[src/rtl/credit_link_pkg.sv]
// Shared helpers for credit_link_pipe: counter width function, stall counter width,
// and CREDIT_LINK_STAGE_T(W), which builds the packed valid+data type of one pipe stage.
`ifndef CREDIT_LINK_PKG_SV
`define CREDIT_LINK_PKG_SV
`define CREDIT_LINK_STAGE_T(W) struct packed { logic valid; logic [(W)-1:0] data; }

package credit_link_pkg;
  localparam int STALL_W = 32;

  function automatic int cnt_w(input int credits);
    return $clog2(credits + 1);
  endfunction
endpackage

`endif

[src/rtl/credit_link_counter.sv]
// One channel's sender-side credit counter with a sticky overflow flag.
// When CREDIT_LINK_STATS_EN is defined, a saturating stall-cycle counter is also built.
module credit_link_counter
  import credit_link_pkg::*;
#(
  parameter int INIT_CREDITS = 4,
  localparam int CNT_W = cnt_w(INIT_CREDITS)
) (
  input  logic               clock,
  input  logic               reset,
  input  logic               i_valid,
  input  logic               i_credit_ret,
  output logic               o_ready,
  output logic               o_accept,
  output logic [CNT_W-1:0]   o_credit_count,
  output logic               o_credit_err,
  output logic [STALL_W-1:0] o_stall_count
);
  localparam logic [CNT_W-1:0] FULL = CNT_W'(INIT_CREDITS);

  logic [CNT_W-1:0] count_reg, count_next;
  logic             err_reg, err_next;

  assign o_ready        = (count_reg != '0);
  assign o_accept       = i_valid & o_ready;
  assign o_credit_count = count_reg;
  assign o_credit_err   = err_reg;

  // A credit returned while already full means the consumer popped more than it received.
  always_comb begin
    count_next = count_reg;
    err_next   = err_reg;
    if (o_accept && !i_credit_ret) begin
      count_next = count_reg - CNT_W'(1);
    end else if (!o_accept && i_credit_ret) begin
      if (count_reg == FULL) err_next = 1'b1;
      else                   count_next = count_reg + CNT_W'(1);
    end
  end

  always_ff @(posedge clock or posedge reset) begin
    if (reset) begin
      count_reg <= FULL;
      err_reg   <= 1'b0;
    end else begin
      count_reg <= count_next;
      err_reg   <= err_next;
    end
  end

`ifdef CREDIT_LINK_STATS_EN
  logic [STALL_W-1:0] stall_reg;

  always_ff @(posedge clock or posedge reset) begin
    if (reset) begin
      stall_reg <= '0;
    end else if (i_valid && !o_ready && stall_reg != '1) begin
      stall_reg <= stall_reg + STALL_W'(1);
    end
  end

  assign o_stall_count = stall_reg;
`else
  assign o_stall_count = '0;
`endif

endmodule

[src/rtl/credit_link_pipe.sv]
// Multi-channel credit-based link: forward data pipe, equal-depth credit-return pipe and
// per-channel credit counters. Stall statistics are built when CREDIT_LINK_STATS_EN is defined.
module credit_link_pipe
  import credit_link_pkg::*;
#(
  parameter int DATA_WIDTH   = 17,
  parameter int N_CHANNELS   = 2,
  parameter int N_STAGES     = 1,
  parameter int INIT_CREDITS = 4,
  localparam int CNT_W = cnt_w(INIT_CREDITS)
) (
  input  logic                             clock,
  input  logic                             reset,
  input  logic [N_CHANNELS*DATA_WIDTH-1:0] i_data,
  input  logic [N_CHANNELS-1:0]            i_valid,
  output logic [N_CHANNELS-1:0]            o_ready,
  output logic [N_CHANNELS*DATA_WIDTH-1:0] o_data,
  output logic [N_CHANNELS-1:0]            o_valid,
  input  logic [N_CHANNELS-1:0]            i_increment_count,
  output logic [N_CHANNELS*CNT_W-1:0]      o_credit_count,
  output logic [N_CHANNELS-1:0]            o_credit_err,
  output logic [N_CHANNELS*STALL_W-1:0]    o_stall_count
);
  typedef `CREDIT_LINK_STAGE_T(DATA_WIDTH) stage_t;

  logic [N_CHANNELS-1:0] accept;
  logic [N_CHANNELS-1:0] credit_ret;

  for (genvar gi = 0; gi < N_CHANNELS; gi++) begin : g_chan
    credit_link_counter #(
      .INIT_CREDITS(INIT_CREDITS)
    ) u_counter (
      .clock          (clock),
      .reset          (reset),
      .i_valid        (i_valid[gi]),
      .i_credit_ret   (credit_ret[gi]),
      .o_ready        (o_ready[gi]),
      .o_accept       (accept[gi]),
      .o_credit_count (o_credit_count[gi*CNT_W +: CNT_W]),
      .o_credit_err   (o_credit_err[gi]),
      .o_stall_count  (o_stall_count[gi*STALL_W +: STALL_W])
    );

    if (N_STAGES == 0) begin : g_comb
      assign o_valid[gi]                           = accept[gi];
      assign o_data[gi*DATA_WIDTH +: DATA_WIDTH]   = i_data[gi*DATA_WIDTH +: DATA_WIDTH];
      assign credit_ret[gi]                        = i_increment_count[gi];
    end else begin : g_pipe
      stage_t              fwd_reg [N_STAGES];
      logic [N_STAGES-1:0] ret_reg;

      // Non-accepted cycles inject an empty stage so latency stays exactly N_STAGES.
      always_ff @(posedge clock or posedge reset) begin
        if (reset) begin
          for (int i = 0; i < N_STAGES; i++) fwd_reg[i] <= '0;
          ret_reg <= '0;
        end else begin
          fwd_reg[0] <= '{valid: accept[gi], data: i_data[gi*DATA_WIDTH +: DATA_WIDTH]};
          ret_reg[0] <= i_increment_count[gi];
          for (int i = 1; i < N_STAGES; i++) begin
            fwd_reg[i] <= fwd_reg[i-1];
            ret_reg[i] <= ret_reg[i-1];
          end
        end
      end

      assign o_valid[gi]                         = fwd_reg[N_STAGES-1].valid;
      assign o_data[gi*DATA_WIDTH +: DATA_WIDTH] = fwd_reg[N_STAGES-1].data;
      assign credit_ret[gi]                      = ret_reg[N_STAGES-1];
    end
  end

endmodule
[config.mk]
export PLATFORM = sky130hd
export DESIGN_NAME = credit_link_pipe
export DESIGN_NICKNAME = d
export VERILOG_FILES = /design/src/rtl/credit_link_pkg.sv /design/src/rtl/credit_link_counter.sv /design/src/rtl/credit_link_pipe.sv
export SDC_FILE = /design/constraint.sdc
export NUM_CORES = 1
export LEC_CHECK = 0
export ABC_AREA = 1
export ABC_CLOCK_PERIOD_IN_PS = 1700
export CAP_MARGIN = 10
export CORE_ASPECT_RATIO = 2
export CORE_UTILIZATION = 31
export CTS_CLUSTER_SIZE = 20
export DETAILED_ROUTE_END_ITERATION = 12
export MAX_ROUTING_LAYER = met4
export PLACE_DENSITY = 0.77
export SYNTH_ARGS = -nofsm -noshare
export SYNTH_HDL_FRONTEND = slang
export SYNTH_SLANG_ARGS = --single-unit
[constraint.sdc]
create_clock -name clock -period 1.7 [get_ports clock]
set_input_delay 0.17 -clock clock [delete_from_list [all_inputs] [get_ports clock]]
set_output_delay 0.17 -clock clock [all_outputs]
set_load 0.02 [all_outputs]
==> results of run 1 <==
[area by class of cell]
cell class / instances / area (um2) / area share, %
clock inverter: 1 / 30.03 / 0.9792
tap: 86 / 107.6 / 3.509
sequential: 46 / 1156 / 37.70
inverter: 17 / 63.81 / 2.081
multi-input combinational: 121 / 624.3 / 20.36
clock buffer: 7 / 142.6 / 4.651
timing repair buffer: 96 / 942.2 / 30.72
[synthesized netlist by cell type]
master | count | area share (%)
xor2_1 | 1 | 0.42
inv_2 | 2 | 0.36
dfrtp_1 | 44 | 53
nor2_1 | 1 | 0.18
nand2_2 | 2 | 0.61
a31o_2 | 2 | 0.85
a21oi_1 | 2 | 0.49
a21oi_4 | 1 | 0.79
inv_1 | 15 | 2.7
fa_1 | 1 | 0.97
conb_1 | 1 | 0.18
dfstp_2 | 2 | 2.5
o21ai_1 | 1 | 0.24
buf_4 | 68 | 25
nand2_1 | 38 | 6.9
ha_1 | 6 | 3.6
nand3b_1 | 1 | 0.36
nor2_4 | 1 | 0.55
[timing repair]
item,in CTS,in global routing
pin swaps,1,7
resized for setup,3,7
setup buffers,0,5
gates cloned,0,0
endpoints found under the setup margin,4,3
hold buffers,0,0
[power groups by stage]
stage	Clock [mW]	Combinational (mW)	Sequential (mW)
floorplan	0	0.915	1.56
global placement	0	1.56	1.38
detailed placement	0	1.57	1.38
CTS	1.16	1.55	1.37
global route	1.19	1.80	1.38
finish	1.12	1.66	1.37
[per-stage QoR]
stage          utilization (%)  cells  power (mW)  hold slack [ns]
2_1_floorplan                -    252       2.479           0.2014
3_3_place_gp             44.67    361       2.934           0.4558
3_5_place_dp             44.67    361       2.955           0.4545
4_1_cts                  47.32    369       4.073           0.1951
5_1_grt                  48.21    374       4.376           0.2293
6_report                 48.21    374       4.143           0.1888
[how the worst max path moves through the flow]
| stage | start | end | cells after the start |
|---|---|---|---|
| 6_report | g_chan[0].u_counter.o_credit_count[2]$_DFFE_PP1P_ | g_chan[0].u_counter.o_credit_count[2]$_DFFE_PP1P_ | 11 |
| 5_1_grt | g_chan[0].u_counter.o_credit_count[2]$_DFFE_PP1P_ | g_chan[0].u_counter.o_credit_count[2]$_DFFE_PP1P_ | 11 |
| 4_1_cts | g_chan[0].u_counter.o_credit_count[2]$_DFFE_PP1P_ | g_chan[0].u_counter.o_credit_count[2]$_DFFE_PP1P_ | 11 |
| 3_5_place_dp | g_chan[0].u_counter.o_credit_count[2]$_DFFE_PP1P_ | g_chan[0].u_counter.o_credit_count[2]$_DFFE_PP1P_ | 11 |
| 3_3_place_gp | g_chan[0].u_counter.o_credit_count[2]$_DFFE_PP1P_ | g_chan[0].u_counter.o_credit_count[2]$_DFFE_PP1P_ | 11 |
| 2_1_floorplan | g_chan[1].u_counter.o_credit_count[0]$_DFFE_PP0P_ | g_chan[1].u_counter.o_credit_count[2]$_DFFE_PP1P_ | 12 |
[worst reg2reg max path, delay by kind of cell (launching register included)]
kind | cells | cell delay [ns]
flip-flops | 1 | 0.56
adder cells (fa/ha/maj) | 2 | 0.47
AND/OR/NAND/NOR | 6 | 0.46
buffers and inverters | 3 | 0.16
[kinds of logic after synthesis]
logic type / Yosys count / synth area share [%]
adders and majority gates: 7 / 4.612
buffers and inverters: 85 / 27.85
AOI/OAI and AO/OA: 6 / 2.367
and+or+nand+nor: 43 / 8.616
xor gates and xnor gates: 1 / 0.4248
other: 1 / 0.1819
DFF: 46 / 55.95
[placed cells by master, fill, tap and decap left out]
cell	synthesis	final
clkbuf_16	0	5
ha_2	0	1
o21ai_1	1	1
conb_1	1	64
inv_2	2	9
clkbuf_8	0	1
nand2_1	38	34
nor2_2	0	1
clkbuf_1	0	1
buf_12	0	1
inv_1	15	8
buf_4	68	10
ha_1	6	3
a31o_2	2	2
dfrtp_1	44	42
dfstp_2	2	2
a21oi_2	0	1
a21oi_4	1	1
xor2_2	0	1
dlygate4sd2_1	0	3
a21oi_1	2	1
ha_4	0	2
clkdlybuf4s50_1	0	82
bufinv_16	0	1
fa_2	0	1
nand3b_1	1	1
nor2_4	1	1
dfrtp_2	0	2
nand2_2	2	6
[per-layer routing]
metal,global-route usage (%),wire (um)
met5,-,0
met3,2.756,252
met4,7.558,125
met1,9.728,1062
met2,22.43,2523
==> flow_metrics.py, run 1 <==
metrics = {
    "detailed_routing": {
        "postRouteAntennaNets": 0,
        "wire_per_inst_um": 10.60,
        "drcViolationCount": 0,
        "drt-initial-drc-count": 20,
        "vias_per_cell": 3.690,
        "routed_wl_um": 3963,
        "dr.pass1.iters": 4,
        "dr_total_vias": 1380,
    },
    "cells_and_area": {
        "fill_cells": 600,
        "largest_reg_flops": 34,
        "syn_to_final_growth_pct": 48.73,
        "drive_above_1_share_pct": 16.67,
        "stdcell_area_um2": 3067,
        "diodes": 0,
        "fin_nets": 334,
    },
    "run": {
        "max-cap-violations": 0,
    },
    "die": {
        "dieArea_um2": 7002,
        "die_y_um": 117.3,
        "core_um2": 6361,
        "initial_utilization_pct": 32.42,
        "ios": 150,
        "die_x_um": 59.67,
        "rows": 41,
    },
    "cts": {
        "cts-root-buf": "clkbuf_16",
        "cts_tree": "done",
        "clk_pin_slew_ns": 0.06,
        "insertion_delay_ns": 0.28,
        "cts_buffers": 5,
        "clk_path_buf_depth": 2,
        "cts_htree_levels": 2,
        "numClockSinks": 46,
    },
    "power": {
        "ir_drop_uv": 575.6,
        "p_clk_share_pct": 27.0,
        "comb_power_share_pct": 40.0,
        "seq_power_share_pct": 33.0,
        "p_int_mw": 2.742,
        "p_switching_mw": 1.401,
        "power.leakage_nw": 1.483,
        "pwr_density_cell_nw_per_um2": 1351,
        "swShare_pct": 33.82,
    },
    "setup_path": {
        "r2r_cells": 11,
        "path_delay_family": "flip-flops",
        "slowest_delay_ns": 0.56,
        "crit_path_end_kind": "flip-flop",
        "worst_r2r_endpoint": "g_chan[0].u_counter.o_credit_count[2]$_DFFE_PP1P_",
        "path_class": "reg -> reg",
        "critPathBufInv": 3,
        "critPathRequiredTime_ns": 1.93,
        "r2r-start": "g_chan[0].u_counter.o_credit_count[2]$_DFFE_PP1P_",
        "cp_max_fo": 4,
        "crit_path_start_kind": "flip-flop",
        "crit_path_cell_trace": "inv_2, nand2_2, nand2_2, inv_2, ha_4, inv_2, fa_2, nand3b_1, nand2_1, nand2_1, nand2_1",
        "worst_ep_arrival_time_ns": 1.91,
        "crit_slowest_cell": "dfstp_2",
        "rrSetupSlack_ns": 0.02,
    },
    "timing": {
        "fin_setup_tns_ns": 0,
        "rsz0062_at_grt": "yes",
        "clock.fmax_mhz": 594.4,
        "setup_viol": 0,
        "min_period_ns": 1.682,
        "clock_skew_ns": 0.004253,
        "hold_viol_final": 0,
        "fin_ws_ns": 0.01769,
        "period_share_pct": 98.96,
        "slew_violations": 0,
    },
    "run_status": {
        "outcome": "complete, no violations",
    },
    "synth": {
        "yosysSeqAreaShare_pct": 55.95,
        "synth-seq-cells": 46,
        "ys_types": 18,
        "synth_area_um2": 2062,
        "synth_cells": 189,
        "yosysWarningCount": 0,
        "synth.avg_cell_area_um2": 10.91,
    },
    "grt": {
        "grt_usage_pct": 12.09,
        "grt_pass1_vias": 1214,
        "grt_max_degree": 32,
        "overflow": 0,
        "grt_pass1_wl_um": 5920,
        "antenna_found_initial": 0,
    },
    "place": {
        "gp_congestion": 0.8012,
        "dp_hpwl_um": 3118,
        "post_dp_cell_area_um2": 2841,
        "pre_cts_slack_ns": 0.01870,
        "port_buffers": 85,
    },
    "worst_hold_path": {
        "hp-class": "in -> async",
    },
}
(Power assumes the default switching activity.)
==> run 2: changes to the inputs <==
- CTS_CLUSTER_DIAMETER: default -> 100
==> results of run 2 <==
Same layout as run 1: the final DEF is identical, and so are final timing and power.
==> RTL change: new RTL, config.mk and constraints of run 1 <==
Put a register stage on the output `o_credit_count`. The value now appears one clock later. The other outputs are not delayed to match.
--- a/src/rtl/credit_link_pipe.sv
+++ b/src/rtl/credit_link_pipe.sv
@@ -25,2 +25,4 @@
 
+  logic [N_CHANNELS*CNT_W-1:0] o_credit_count_d;
+
   logic [N_CHANNELS-1:0] accept;
@@ -38,3 +40,3 @@
       .o_accept       (accept[gi]),
-      .o_credit_count (o_credit_count[gi*CNT_W +: CNT_W]),
+      .o_credit_count (o_credit_count_d[gi*CNT_W +: CNT_W]),
       .o_credit_err   (o_credit_err[gi]),
@@ -72,2 +74,6 @@
 
+  always_ff @(posedge clock) begin
+    o_credit_count <= o_credit_count_d;
+  end
+
 endmodule
Formal check against the unedited RTL: not equivalent (Yosys sat finds a counterexample within 4 cycles, from zero or initial values and one cycle with reset high).
==> RTL change against run 1 <==
The flow now finishes with violations (negative setup slack); clock power shrank 13%; fmax decreased by 4.0%; synthesized area up 5.8%; hold slack worse by 0.028 ns; total power up 4.0%; worst setup slack got worse by 0.070 ns; cell area is 3.7% higher; combinational power grew 5%; non-clock buffer count is 4 higher; final cell count up 3.2%; wire length up 10%; sequential cell count increased by 6; count of clock-buffer cells in the layout decreased by 1.
==> RTL change: results (changes against run 1) <==
run_status:
  run_status: "complete, but fails checks"
  failed_checks: "negative setup slack"
place:
  dpl.hpwl_um: 3360  # +7.8%
  port_buffers: 85  # unchanged
  gp_congestion: 0.767  # -4.3%
  pre_cts_ws_ns: -0.125  # -0.143 ns
  placedCellCount: 374  # +3.6%
detailed_routing:
  via_per_inst: 3.71  # +0.61%
  first_iter_violations: 48  # +140%
  routed_wl_um: 4370  # +10%
  drc: 0  # unchanged
  drtPass1Iterations: 2  # -2
final_layout:
  largest_register_ffs: 34  # unchanged
  layout.cells.non_filler: 386  # +3.2%
  drive_gt1_share_pct: 16.1  # -0.56 points
  nFillCells: 649  # +8.2%
  insertedDiodeCount: 0  # unchanged
  fin_nets: 344  # +3.0%
timing:
  fin_skew_ns: 0.00396  # -0.000289 ns
  final-setup-viol-count: 2  # +2
  setup_ws_ns: -0.0523  # -0.0700 ns
global_route:
  grt_pass1_vias: 1378  # +14%
  antenna_found_initial: 0  # unchanged
  grt_pass1_wl_um: 6550  # +11%
  grt_use_total_pct: 12.9  # +0.81 points
setup_path:
  critPathTopFamily: "flip-flops"
  critical_path_peak_fanout: 2  # -2
  reg2regPathDepth: 11  # unchanged
  max_stage_delay_ns: 0.56  # about the same
  reg2reg_setup_slack_ns: -0.05  # -0.07 ns
  r2r-end: "g_chan[0].u_counter.o_credit_count[2]"
  critPathSlowestCell: "dfstp_2"
clocking:
  clk_path_buf_depth: 2  # unchanged
  clk_pin_slew_ns: 0.07
  cts_buffers: 5  # unchanged
power:
  swShare_pct: 34.9  # +1.1 points
  seqPwrFrac_pct: 36.7  # +3.7 points
  power.share.clock_pct: 22.7  # -4.3 points
  p_leak_nw: 1.53  # +3.5%
  ir_worst_vdd_mv: 0.688  # +20%
  p_per_area_nw_per_um2: 1360  # +0.33%
synth:
  ys_warn_count: 0  # unchanged
  synth_seq_area_share_pct: 58.4  # +2.4 points
  synth_area_leaders: "dfrtp_1 50%, buf_4 23%, nand2_1 6.5%"
  synth_cell_types: 19  # +1
  synth_cells: 195  # +3.2%
  async_flop_share_pct: 88.5  # -12 points
  ys_top_cells_by_count: "68 x buf_4, 44 x dfrtp_1, 38 x nand2_1, 15 x inv_1"
worst_hold_path:
  hold_path.class: "input pin to asynchronous set/reset pin"
==> RTL change: changes by cell type in the layout (fill, tap and decap cells not counted), moves of 2 or more <==
| cell | run 1 | this run |
|---|---|---|
| dfrtp_1 | 42 | 44 |
| dfxtp_1 | 0 | 6 |
| buf_4 | 10 | 14 |
| dfrtp_2 | 2 | 0 |
==> RTL change: kinds of logic after synthesis <==
logic type               Yosys count  synth area share, %
AND/OR/NAND/NOR                   43                 8.14
adder cells (fa/ha/maj)            7                 4.36
other                              1                0.172
AO/OA/AOI/OAI                      6                 2.24
XOR/XNOR                           1                0.401
flip-flops                        52                 58.4
buffers and inverters             85                 26.3
==> RTL change: repair_timing <==
action / 4_1_cts / 5_1_grt
endpoints found under the setup margin: 5 / 4
pin swaps: 2 / 10
gates resized for setup: 12 / 6
setup buffers: 1 / 3
==> RTL change: worst max path at each step <==
stage	from	cells past startpoint	slack, ns	to
global route	g_chan[0].u_counter.o_credit_count[2]	11	-0.11	g_chan[0].u_counter.o_credit_count[2]
CTS	g_chan[0].u_counter.o_credit_count[2]	11	-0.03	g_chan[0].u_counter.o_credit_count[2]
global placement	g_chan[0].u_counter.o_credit_count[2]	11	-0.04	g_chan[0].u_counter.o_credit_count[2]
finish	g_chan[0].u_counter.o_credit_count[2]	11	-0.05	g_chan[0].u_counter.o_credit_count[2]
detailed placement	g_chan[0].u_counter.o_credit_count[2]	11	-0.12	g_chan[0].u_counter.o_credit_count[2]
floorplan	g_chan[0].u_counter.o_credit_count[2]	11	0.02	g_chan[0].u_counter.o_credit_count[2]
==> RTL change: worst reg2reg max path: stages, from the launching register on <==
cell      delay, ns
dfstp_2        0.56
inv_2          0.05
nand2_2        0.07
nand2_2        0.06
inv_2          0.09
ha_4           0.15
inv_2          0.05
fa_2           0.35
nand3b_1       0.16
nand2_1        0.06
nand2_1        0.04
nand2_1        0.07
==> RTL change: layout make-up <==
cell class                 instances  area (um^2)  share of cell area (%)
sequential                        52         1270                    40.1
timing repair buffer             100          973                    30.6
multi-input combinational        121          617                    19.4
clock buffer                       6          129                    4.05
tap                               88          110                    3.46
inverter                          17         63.8                    2.01
clock inverter                     2         12.5                   0.394
==> RTL change: metrics by stage <==
step / TNS (ns) / util (%) / hold slack (ns) / area [um^2]
global placement: -0.0441 / 44.1 / 0.413 / 2970
detailed placement: -0.208 / 44.1 / 0.424 / 2970
CTS: -0.0347 / 46.7 / 0.163 / 3140
global route: -0.266 / 47.3 / 0.207 / 3180
floorplan: 0 / - / 0.201 / 2420
finish: -0.0669 / 47.3 / 0.161 / 3180
==> RTL change: per-layer routing <==
metal	global-route usage [%]	vias up	wire [um]	part of all wire [%]
met2	22.8	87	2650	61
met5	-	-	0	0
met1	11.3	678	1260	29
li1	-	653	-	-
met4	8.66	0	194	4.4
met3	3.10	15	267	6.1
